===== src/rtl/ec_scalar_mult_ctrl_pkg.sv =====
// Shared curve constants and controller state encoding for the scalar multiplier.
package ec_scalar_mult_ctrl_pkg;

    // Toy curve y^2 = x^3 + A*x + b over GF(P)
    localparam int DATAWIDTH = 8;
    localparam int P_INT     = 17;
    localparam int A_INT     = 2;

    localparam logic [DATAWIDTH-1:0] P_MOD    = DATAWIDTH'(P_INT);
    localparam logic [DATAWIDTH-1:0] A_MOD    = DATAWIDTH'(A_INT);
    localparam logic [DATAWIDTH-1:0] PT_INF_X = '0;
    localparam logic [DATAWIDTH-1:0] PT_INF_Y = '0;

    // Two-bit binary encoding of the double-and-add sequencer
    typedef enum logic [1:0] {
        ST_IDLE = 2'd0,
        ST_DBL  = 2'd1,
        ST_ADD  = 2'd2,
        ST_DONE = 2'd3
    } state_e;

endpackage


===== src/rtl/ec_scalar_mult_ctrl_point_adder.sv =====
// Combinational affine point adder over GF(P_MOD); (0,0) encodes the point at infinity.
// Handles P+O, O+Q, P+(-P), doubling (including y=0) and general addition.
module ec_scalar_mult_ctrl_point_adder
    import ec_scalar_mult_ctrl_pkg::*;
(
    input  logic [DATAWIDTH-1:0] x1,
    input  logic [DATAWIDTH-1:0] y1,
    input  logic [DATAWIDTH-1:0] x2,
    input  logic [DATAWIDTH-1:0] y2,
    output logic [DATAWIDTH-1:0] x3,
    output logic [DATAWIDTH-1:0] y3
);

    localparam int W = DATAWIDTH;
    localparam logic [W-1:0] INV_EXP = W'(P_INT - 2);
    localparam logic [W-1:0] ONE     = W'(1);

    function automatic logic [W-1:0] mod_add(input logic [W-1:0] a, input logic [W-1:0] b);
        logic [W:0] s;
        s = {1'b0, a} + {1'b0, b};
        if (s >= {1'b0, P_MOD}) begin
            s = s - {1'b0, P_MOD};
        end
        return s[W-1:0];
    endfunction

    function automatic logic [W-1:0] mod_sub(input logic [W-1:0] a, input logic [W-1:0] b);
        logic [W-1:0] r;
        if (a >= b) begin
            r = a - b;
        end else begin
            r = (P_MOD - b) + a;
        end
        return r;
    endfunction

    function automatic logic [W-1:0] mod_mul(input logic [W-1:0] a, input logic [W-1:0] b);
        logic [2*W-1:0] prod;
        logic [2*W-1:0] r;
        prod = {{W{1'b0}}, a} * {{W{1'b0}}, b};
        r    = prod % {{W{1'b0}}, P_MOD};
        return r[W-1:0];
    endfunction

    // Fermat inverse a^(P-2); inverse of 0 comes out as 0 and is never selected.
    function automatic logic [W-1:0] mod_inv(input logic [W-1:0] a);
        logic [W-1:0] res;
        logic [W-1:0] base;
        res  = ONE;
        base = a;
        for (int i = 0; i < W; i++) begin
            if (INV_EXP[i]) begin
                res = mod_mul(res, base);
            end
            base = mod_mul(base, base);
        end
        return res;
    endfunction

    logic [W-1:0] num;
    logic [W-1:0] den;
    logic [W-1:0] lam;
    logic [W-1:0] sq;
    logic [W-1:0] xr;

    // Select the special case, then evaluate the chord/tangent formula.
    always_comb begin
        sq  = mod_mul(x1, x1);
        num = '0;
        den = '0;
        lam = '0;
        xr  = '0;
        x3  = PT_INF_X;
        y3  = PT_INF_Y;
        if (x1 == PT_INF_X && y1 == PT_INF_Y) begin
            x3 = x2;
            y3 = y2;
        end else if (x2 == PT_INF_X && y2 == PT_INF_Y) begin
            x3 = x1;
            y3 = y1;
        end else if (x1 == x2 && (y1 != y2 || y1 == '0)) begin
            // P + (-P), or tangent through a point with y=0: infinity
            x3 = PT_INF_X;
            y3 = PT_INF_Y;
        end else begin
            if (x1 == x2) begin
                num = mod_add(mod_add(mod_add(sq, sq), sq), A_MOD);
                den = mod_add(y1, y1);
            end else begin
                num = mod_sub(y2, y1);
                den = mod_sub(x2, x1);
            end
            lam = mod_mul(num, mod_inv(den));
            xr  = mod_sub(mod_sub(mod_mul(lam, lam), x1), x2);
            x3  = xr;
            y3  = mod_sub(mod_mul(lam, mod_sub(x1, xr)), y1);
        end
    end

endmodule


===== src/rtl/ec_scalar_mult_ctrl.sv =====
// Left-to-right double-and-add sequencer computing R = k*P with one shared point adder.
// start/busy/done handshake; result coordinates are registered and held until the next done.
module ec_scalar_mult_ctrl
    import ec_scalar_mult_ctrl_pkg::*;
#(
    parameter int KWIDTH     = DATAWIDTH,
    parameter int CONST_TIME = 1
) (
    input  logic                 clk,
    input  logic                 rst_n,
    input  logic                 start,
    input  logic [KWIDTH-1:0]    k,
    input  logic [DATAWIDTH-1:0] Px,
    input  logic [DATAWIDTH-1:0] Py,
    output logic                 busy,
    output logic                 done,
    output logic [DATAWIDTH-1:0] Rx_out,
    output logic [DATAWIDTH-1:0] Ry_out
);

    localparam int IDX_W = (KWIDTH > 1) ? $clog2(KWIDTH) : 1;
    localparam logic [IDX_W-1:0] IDX_TOP = IDX_W'(KWIDTH - 1);
    localparam logic [IDX_W-1:0] IDX_ONE = IDX_W'(1);

    state_e                state_q,  state_d;
    logic [KWIDTH-1:0]     k_q,      k_d;
    logic [DATAWIDTH-1:0]  px_q,     px_d;
    logic [DATAWIDTH-1:0]  py_q,     py_d;
    logic [DATAWIDTH-1:0]  rx_q,     rx_d;
    logic [DATAWIDTH-1:0]  ry_q,     ry_d;
    logic [IDX_W-1:0]      idx_q,    idx_d;
    logic [DATAWIDTH-1:0]  rx_out_q, rx_out_d;
    logic [DATAWIDTH-1:0]  ry_out_q, ry_out_d;
    logic                  busy_q,   busy_d;
    logic                  done_q,   done_d;

    logic [DATAWIDTH-1:0]  add_x2;
    logic [DATAWIDTH-1:0]  add_y2;
    logic [DATAWIDTH-1:0]  sum_x;
    logic [DATAWIDTH-1:0]  sum_y;
    logic                  kbit;

    // Second adder operand: R itself while doubling, the captured base point otherwise.
    always_comb begin
        add_x2 = (state_q == ST_DBL) ? rx_q : px_q;
        add_y2 = (state_q == ST_DBL) ? ry_q : py_q;
    end

    ec_scalar_mult_ctrl_point_adder u_point_adder (
        .x1 (rx_q),
        .y1 (ry_q),
        .x2 (add_x2),
        .y2 (add_y2),
        .x3 (sum_x),
        .y3 (sum_y)
    );

    assign kbit = k_q[idx_q];

    // Next-state, accumulator and index update; outputs derive from the next state so they register cleanly.
    always_comb begin
        state_d  = state_q;
        k_d      = k_q;
        px_d     = px_q;
        py_d     = py_q;
        rx_d     = rx_q;
        ry_d     = ry_q;
        idx_d    = idx_q;
        rx_out_d = rx_out_q;
        ry_out_d = ry_out_q;
        case (state_q)
            ST_IDLE: begin
                if (start) begin
                    k_d     = k;
                    px_d    = Px;
                    py_d    = Py;
                    rx_d    = PT_INF_X;
                    ry_d    = PT_INF_Y;
                    idx_d   = IDX_TOP;
                    state_d = ST_DBL;
                end
            end
            ST_DBL: begin
                rx_d = sum_x;
                ry_d = sum_y;
                if (CONST_TIME != 0 || kbit) begin
                    state_d = ST_ADD;
                end else if (idx_q == '0) begin
                    state_d = ST_DONE;
                end else begin
                    idx_d   = idx_q - IDX_ONE;
                    state_d = ST_DBL;
                end
            end
            ST_ADD: begin
                // The adder always runs; its result is kept only for a 1 bit.
                if (kbit) begin
                    rx_d = sum_x;
                    ry_d = sum_y;
                end
                if (idx_q == '0) begin
                    state_d = ST_DONE;
                end else begin
                    idx_d   = idx_q - IDX_ONE;
                    state_d = ST_DBL;
                end
            end
            default: begin
                state_d = ST_IDLE;
            end
        endcase
        if (state_d == ST_DONE) begin
            rx_out_d = rx_d;
            ry_out_d = ry_d;
        end
        busy_d = (state_d != ST_IDLE);
        done_d = (state_d == ST_DONE);
    end

    // All controller state, with asynchronous abort to the reset values.
    always_ff @(posedge clk or negedge rst_n) begin
        if (!rst_n) begin
            state_q  <= ST_IDLE;
            k_q      <= '0;
            px_q     <= '0;
            py_q     <= '0;
            rx_q     <= '0;
            ry_q     <= '0;
            idx_q    <= '0;
            rx_out_q <= '0;
            ry_out_q <= '0;
            busy_q   <= 1'b0;
            done_q   <= 1'b0;
        end else begin
            state_q  <= state_d;
            k_q      <= k_d;
            px_q     <= px_d;
            py_q     <= py_d;
            rx_q     <= rx_d;
            ry_q     <= ry_d;
            idx_q    <= idx_d;
            rx_out_q <= rx_out_d;
            ry_out_q <= ry_out_d;
            busy_q   <= busy_d;
            done_q   <= done_d;
        end
    end

    assign busy   = busy_q;
    assign done   = done_q;
    assign Rx_out = rx_out_q;
    assign Ry_out = ry_out_q;

endmodule

===== config.mk =====
export PLATFORM = sky130hd
export DESIGN_NAME = ec_scalar_mult_ctrl
export DESIGN_NICKNAME = d
export VERILOG_FILES = /design/src/rtl/ec_scalar_mult_ctrl_pkg.sv /design/src/rtl/ec_scalar_mult_ctrl_point_adder.sv /design/src/rtl/ec_scalar_mult_ctrl.sv
export SDC_FILE = /design/constraint.sdc
export NUM_CORES = 1
export LEC_CHECK = 0
export CAP_MARGIN = 30
export CORE_ASPECT_RATIO = 1.2
export CORE_MARGIN = 1
export CORE_UTILIZATION = 65
export DETAILED_ROUTE_END_ITERATION = 6
export PLACE_DENSITY_LB_ADDON = 0.3
export SETUP_SLACK_MARGIN = 0.4
export SLEW_MARGIN = 20
export SYNTH_ARGS = -nofsm -noshare
export SYNTH_HDL_FRONTEND = slang
export SYNTH_SLANG_ARGS = --single-unit

===== constraint.sdc =====
create_clock -name clk -period 314.5 [get_ports clk]
set_input_delay 47.175 -clock clk [delete_from_list [all_inputs] [get_ports clk]]
set_output_delay 47.175 -clock clk [all_outputs]
set_load 0.03 [all_outputs]

==> out/qor.csv, run 1 <==
metric,value,unit
status,finished with violations,
failing checks,design-rule violations,
vias per inst,6.197,
share of layout cells above drive strength 1,0.05714,
fmax,8.413,MHz
# resized after CTS,0,
async set or reset register ratio after synthesis,1.000,
final net count,6870,
Core Region,0.06727,mm^2
Pre-antenna DRT Iters,7,
WL met2,53870,um
GRT Overall Usage,0.3181,
Reg2Reg Setup Slack,195640,ps
wire per inst,16.07,um
Clock Latency Late Sink,330,ps
CP endpoint kind,flop,
Crit path top cell by count,a21oi_1,
Final Skew,8.802,ps
first-pass GRT wire length,189000,um
final hold vios,0,
num rows,104,
Syn Inst Count,6040,
simple-gate share of the synthesized area,0.2229,
CTS tree,built,
M1 WL,47810,um
Setup CP Type,flop to flop,
Max-slew headroom,0.3395,
post-route ant nets,0,
PortBufs,44,
area delta synth->final,3.841,%
number of enable flip-flop cells after synthesis,0,
main combinational cell family by area after synthesis,adder cells,
Slowest cell on crit path,o21ai_0,
Synth Warn #,0,
post-synthesis compound-gate area fraction,0.2381,
antenna cell count,0,
met3 WL,5902,um
final non-filler cell total,6921,
fillcell total,5739,
CTS root buf,clkbuf_16,
Arrival @ worst endpoint,119080,ps
Synth Area in XOR/XNOR,0.09823,
endpoints failing setup,0,
Post-synth top flop,dfrtp_1,
Netlist Area Pre-Place,0.04427,mm^2
Vias,42886,
DR iter-0 viols,3078,
gpl congestion,0.9998,
Required @ worst endpoint,314720,ps
largest net degree at the start of global routing,64,
highest metal used,met4,
CP startpoint kind,flop,
adder-cell area share of the yosys netlist,0.2969,
crit-path max FO,16,
die height,287.9,um
Clock Sinks,63,
Clock Tree Buf Depth,2,
worst slew pin tran,983.7,ps
Netlist cell types,132,
Die Area,0.06917,mm^2
I/O pin count,45,
# DRC,8,
Hold WC Path Type,flop to flop,
number of synthesized register bits,63,
Initial Util,0.6581,
H-tree depth,3,
Mean Syn Cell Area,7.330,um^2
post-CTS setup buffer count,0,
total CTS buffers,9,
register area share after synthesis,0.03561,
initial antenna violation count,0,
kind of cell adding the most delay to the critical path,compound AO/OA/AOI/OAI gates,
crit share post-route,0.3779,
unrepaired setup endpoints after global routing,no,
"Slew Viols, Final",0,
Setup TNS,0,ps
Routed WL,111200,um
chip width,240.2,um
grt ovf,0,
post-synthesis mux area share,0.04058,
maxcap violations,0,
CP peak stage delay,990,ps
clk slew on worst S/H paths,60,ps
Final HPWL DP,90570,um
hold_buf cts,0,
vias in the first global route,41345,
placed insts,6902,
Crit path buffers/inverters,50,
Tmin final,118860,ps
==> cells in the final DEF (no fill, tap or decap), types with 87 or more instances in the layout <==
| cell | count |
|---|---|
| nor2_1 | 778 |
| inv_1 | 666 |
| nand2_1 | 517 |
| ha_1 | 501 |
| a21oi_1 | 424 |
| xnor2_1 | 328 |
| fa_1 | 326 |
| o21ai_0 | 282 |
| xor2_1 | 153 |
| nand3_1 | 125 |
| or2_2 | 109 |
| nor3_1 | 103 |
| a21o_1 | 98 |
| nand2b_1 | 94 |
| o21bai_1 | 87 |
==> tightest hold or removal path, cell delays in order, from the launching register on <==
cell and delay [ps]:
dfrtp_1 350, nand2_1 50, nand2_1 60
==> final timing paths <==
check	start	to	depth (start not counted)
min in group asynchronous	rst_n	px_q[1]	2
hold / removal	Rx_out[6]	Rx_out[6]	2
setup / recovery	rx_q[1]	Ry_out[7]	507
setup reg to reg	rx_q[1]	Ry_out[7]	507
hold reg to reg	Rx_out[6]	Rx_out[6]	2
max in group asynchronous	rst_n	idx_q[0]	2
==> logic make-up (layout without fill, tap and decap cells) <==
group           after synthesis  count (layout)
simple gates               2104            2104
compound gates             1566            1566
fa+ha+maj                   862             862
buf+inv                     790             766
xor+xnor                    490             490
mux                         163             163
flops                        63              63
other cells                   2               6
==> layer usage <==
metal  GRT usage  vias to the layer above
li1            -                    20980
met3     0.02177                      309
met5           0                        -
met4      0.1119                        0
met2      0.5606                     1415
met1      0.4075                    20182
==> through the flow <==
stage / hold WS (ps) / setup slack [ps] / util / instance area (um^2)
after floorplan: 475.2 / 210830 / - / 44290
after global placement: 465.6 / 200220 / 0.6780 / 45610
after detailed placement: 469.3 / 196530 / 0.6783 / 45630
after CTS: 493.1 / 195870 / 0.6827 / 45930
after global routing: 513.0 / 184660 / 0.6834 / 45970
final: 499.8 / 195640 / 0.6834 / 45970
==> flip-flops by register name, indices dropped and copies added (netlist names) <==
register	cells
Ry_out	8
busy	1
px_q	8
Rx_out	8
k_q	8
ry_q	8
state_q	2
py_q	8
rx_q	8
done	1
idx_q	3
==> cells in the mapped netlist (72+ instances only) <==
master | number | area share
nand2_1 | 517 | 0.044
a21o_1 | 98 | 0.017
and2_1 | 72 | 0.010
xnor2_1 | 331 | 0.065
fa_1 | 326 | 0.15
xor2_1 | 153 | 0.030
nor2_1 | 779 | 0.066
mux2_2 | 72 | 0.018
inv_1 | 666 | 0.056
or2_2 | 109 | 0.015
nand3_1 | 125 | 0.014
clkbuf_1 | 93 | 0.0079
nand2b_1 | 94 | 0.013
mux2i_1 | 82 | 0.019
o21bai_1 | 87 | 0.015
a21oi_1 | 424 | 0.048
o21ai_0 | 282 | 0.032
nor3_1 | 103 | 0.012
ha_1 | 501 | 0.14
==> area by class of cell <==
cell class / count / area, um^2 / share of cell area
multi-input cells: 5191 / 39760 / 0.8649
inverters: 674 / 2530 / 0.05503
flip-flops and latches: 63 / 1577 / 0.03429
well taps: 901 / 1127 / 0.02452
repair buffers: 77 / 679.4 / 0.01478
clock buffers: 12 / 256.5 / 0.005579
clock inverters: 3 / 42.54 / 0.0009253
Power of run 1 is left out: the tool's default activity adds up to more than one toggle a clock period on the data nets, which glitch-free logic cannot reach.
==> inputs of run 2 (changes only) <==
--- a/config.mk
+++ b/config.mk
@@ -8,7 +8,7 @@
 export CAP_MARGIN = 30
 export CORE_ASPECT_RATIO = 1.2
 export CORE_MARGIN = 1
-export CORE_UTILIZATION = 65
+export CORE_UTILIZATION = 61
 export DETAILED_ROUTE_END_ITERATION = 6
 export PLACE_DENSITY_LB_ADDON = 0.3
 export SETUP_SLACK_MARGIN = 0.4
==> constraint.sdc (replaced) <==
create_clock -name clk -period 107.3 [get_ports clk]
set_input_delay 16.095 -clock clk [delete_from_list [all_inputs] [get_ports clk]]
set_output_delay 16.095 -clock clk [all_outputs]
set_load 0.03 [all_outputs]
==> run 2 against run 1 <==
Net effect: sequential cell count did not move; via count is 4.1% higher; core utilization grew 1.9 points; register-to-register slack worse by 190000 ps; sequential share of layout area down 0.28 points; critical path depth decreased by 6; the run still ends with design-rule violations left; setup slack worse by 190000 ps; clock skew shrank 3.1 ps.
==> out/qor.csv, run 2 (same netlist as run 1, synthesis figures left out) <==
metric,value,unit
largest net degree at the start of global routing,64,
Crit path top cell by count,inv_1,
CP startpoint kind,flop,
GRT Overall Usage,0.3042,
Required @ worst endpoint,107510,ps
Routed WL,119700,um
die height,297.1,um
status,finished with violations,
num rows,107,
final non-filler cell total,7229,
vias per inst,6.174,
crit-path max FO,15,
fmax,9.776,MHz
CP peak stage delay,560,ps
# DRC,5,
share of layout cells above drive strength 1,0.1499,
CTS root buf,clkbuf_16,
vias in the first global route,42157,
antenna cell count,0,
Max-slew headroom,0.3567,
Hold WC Path Type,flop to flop,
crit share post-route,0.9533,
Core Region,0.07136,mm^2
WHS Path Cells,2,
final core utilization,0.7026,
Vias,44631,
DR iter-0 viols,3148,
fillcell total,5780,
CP endpoint kind,flop,
gpl congestion,1.006,
R2R cell count,501,
Pre-antenna DRT Iters,7,
area delta synth->final,13.25,%
maxcap violations,0,
initial antenna violation count,0,
first-pass GRT wire length,193900,um
Tmin final,102290,ps
Clock Sinks,63,
Final HPWL DP,93370,um
Setup CP Type,flop to flop,
I/O pin count,45,
CTS tree,built,
H-tree depth,3,
PortBufs,44,
endpoints failing setup,0,
wire per inst,16.55,um
chip width,247.9,um
"commonest non-fill, non-tap cells in the layout","749 x nor2_1, 657 x inv_1, 508 x nand2_1, 487 x ha_1, 361 x a21oi_1",
post-route ant nets,0,
"commonest non-fill, non-tap cell in the layout",nor2_1,
final hold vios,0,
"Slew Viols, Final",0,
worst slew pin tran,964.9,ps
Final Skew,5.749,ps
failing checks,design-rule violations,
Clock Latency Late Sink,330,ps
grt ovf,0,
placed insts,7061,
final net count,7152,
Die Area,0.07367,mm^2
Initial Util,0.6205,
Slowest cell on crit path,fa_1,
Clock Tree Buf Depth,2,
clk slew on worst S/H paths,60,ps
Arrival @ worst endpoint,102510,ps
total CTS buffers,9,
## run 2: cell count changes in the layout (fill, tap and decap cells not counted), sizes merged
cell           delta
inv               -2
buf             +280
clkinv            +1
clkdlybuf4s15     +1
clkinvlp          +5
nand2b            +1
a21oi             +1
clkbuf            -4
## run 2: area by class of cell
| class | count | area, um^2 | share of cell area |
|---|---|---|---|
| inverter | 674 | 2540 | 0.05066 |
| timing repair buffer | 357 | 2845 | 0.05675 |
| clock buffer | 9 | 225.2 | 0.004492 |
| multi-input combinational | 5193 | 41720 | 0.8320 |
| clock inverter | 7 | 73.82 | 0.001472 |
| tap | 926 | 1159 | 0.02311 |
| sequential | 63 | 1580 | 0.03152 |
## run 2: path summary, 6_finish.rpt
kind	startpoint	endpoint	slack, ps
worst max-delay path	rx_q[2]	Ry_out[0]	5010
worst min-delay path	Ry_out[6]	Ry_out[6]	490
worst max register to register	rx_q[2]	Ry_out[0]	5010
worst min register to register	Ry_out[6]	Ry_out[6]	490
max in group asynchronous	rst_n	state_q[0]	90810
min in group asynchronous	rst_n	px_q[2]	15940
## run 2: timing repair
action / CTS / global route
setup buffers: 11 / 136
endpoints found under the hold margin: 0 / 0
gates cloned: 0 / 3
pin swaps: 5 / 97
hold buffers: 0 / 0
setup endpoints to repair: 16 / 16
resized for setup: 53 / 387
## run 2: routing by layer
layer / track usage / wire (um)
met5: 0 / 0
met4: 0.08940 / 3934
met3: 0.01967 / 5770
met2: 0.5397 / 59690
met1: 0.3911 / 50280
## run 2: stage by stage
stage	TNS, ps	hold slack (ps)	instance area, um^2	setup WS [ps]
5_1_grt	-13460	504.2	50140	-1059
2_1_floorplan	0	475.2	44290	3628
3_3_place_gp	-89.07	464.6	46650	-89.07
3_5_place_dp	-57470	466.7	46670	-3835
4_1_cts	0	485.4	47330	405.8
6_report	0	487.4	50140	5007
## run 2: worst max-delay path, delay by kind of cell, from the launching register on
kind / cells / cell delay (ps)
compound gates: 201 / 34850
xor+xnor: 31 / 5710
fa+ha+maj: 68 / 25960
buf+inv: 56 / 5270
flops: 1 / 380
mux: 13 / 3750
simple gates: 132 / 26070
Power of run 2 is left out for the same reason.
==> patch (config.mk and constraints of run 1) <==
Encoding of `state_e`: now one-hot (4 bits for 4 states). Comments in the files are not updated.
--- a/src/rtl/ec_scalar_mult_ctrl_pkg.sv
+++ b/src/rtl/ec_scalar_mult_ctrl_pkg.sv
@@ -13,9 +13,9 @@
 
     // Two-bit binary encoding of the double-and-add sequencer
-    typedef enum logic [1:0] {
-        ST_IDLE = 2'd0,
-        ST_DBL  = 2'd1,
-        ST_ADD  = 2'd2,
-        ST_DONE = 2'd3
+    typedef enum logic [3:0] {
+        ST_IDLE = 4'b0001,
+        ST_DBL  = 4'b0010,
+        ST_ADD  = 4'b0100,
+        ST_DONE = 4'b1000
     } state_e;
 
Formal check against the unedited RTL: same outputs for any inputs over 10 cycles, from zero or initial values and one cycle with rst_n low; not proved beyond that.
==> patch against run 1 <==
Setup slack improved by 1.6 ns; count of clock-buffer cells in the layout decreased by 1; synthesized area increased by 1.3%; design area increased by 1.2%; first-iteration DRC count increased by 16%; final cell count increased by 1.2%; routed wire length increased by 1.4%; clock skew about the same; sequential cell count increased by 2; synthesized cell count increased by 1.2%.
Power is left out: the tool's default activity adds up to more than one toggle a clock period on the data nets, which glitch-free logic cannot reach.
==> patch: results <==
{
  "synth_area_leaders": "fa_1, ha_1, xnor2_1",
  "min_from": "Rx_out[0]$_DFFE_PN0P_",
  "r2r-end": "Ry_out[4]$_DFFE_PN0P_",
  "numPortBuffers": 44,
  "fin_nets": 6944,
  "r2r_cells": 506,
  "gp_congestion": 1.010,
  "pre_cts_ws_ns": 198.57,
  "first_pass_iters": 7,
  "post_drt_wl_per_cell_um": 16.10,
  "drive_above_1_share": 0.05872,
  "use_met1": 0.4009,
  "antenna_found_initial": 0,
  "root_buffer": "clkbuf_16",
  "grt_usage": 0.3099,
  "dp_cells": 6984,
  "grt_overflow": 0,
  "cts_buffer_depth": 2,
  "period_minus_slack_ns": 117.23,
  "grt_pass1_wl_mm": 189.4,
  "wl_met1_mm": 48.88,
  "worstMarginPinSlew_ns": 1.037,
  "cts_buffers": 9,
  "grtUsageMet2": 0.5537,
  "critPathSlowestCell": "clkinv_1",
  "grt_util_met3": 0.02124,
  "wl_met3_mm": 6.323,
  "hp-class": "reg2reg",
  "via_per_inst": 6.290,
  "grt_pass1_vias": 41380,
  "wl_met2_mm": 54.32,
  "htree_num_levels": 3,
  "synth.distinct_cells": 143,
  "post_cts_buffers": 0,
  "cp_max_fo": 18,
  "yosys_warnings": 0,
  "syn-instance-count": 6114,
  "num-fill-cells": 5902,
  "async_reset_ff_frac": 1.000,
  "dpl.hpwl_mm": 92.00,
  "hold_end": "Rx_out[0]$_DFFE_PN0P_",
  "whs_ns": 0.4876,
  "synth_top_cells_by_count": "nor2_1, inv_1, nand2_1",
  "top_layer": "met4",
  "synth-main-ff-cell": "dfrtp_1",
  "dpl_cell_area_um2": 46230,
  "drtIter0Drc": 3557,
  "vias": 44070,
  "cts_resized": 0,
  "grt_max_degree": 66,
  "slowest_delay_ns": 0.87,
  "arrival_ns": 117.45,
  "clk-insertion-delay-late_ns": 0.33,
  "path_class": "reg2reg",
  "fin_skew_ns": 0.008627,
  "ys_seq_area_frac": 0.03630,
  "outcome": "completed",
  "n_antenna_cell": 0
}
patch: cell types whose count changed in the layout (fill, tap and decap cells not counted), sizes merged, moves of 15 or more:
cell   delta
a31oi    -15
and2     -15
nor2     +25
nor3b    +16
o21a     -16
o21ai    +23
o22ai    -18
or2      -18
xnor2    +30
xor2     -16
patch: cell families (layout without fill, tap and decap cells):
group           after synthesis  count (layout)  share of synthesized area
mux                         187             187                    0.04587
simple gates               2126            2126                     0.2231
flops                        65              65                    0.03630
buf+inv                     801             780                    0.06846
compound gates             1574            1574                     0.2361
xor+xnor                    502             502                    0.09804
fa+ha+maj                   857             857                     0.2919
other cells                   2               6                  0.0001675
patch: cell type report:
class | count | area (um^2) | share of cell area
well taps | 909 | 1137 | 0.02444
multi-input cells | 5252 | 40190 | 0.8637
repair buffers | 90 | 774.5 | 0.01664
inverters | 674 | 2531 | 0.05439
flip-flops and latches | 65 | 1628 | 0.03498
clock buffers | 11 | 242.7 | 0.005216
clock inverters | 5 | 31.28 | 0.0006721
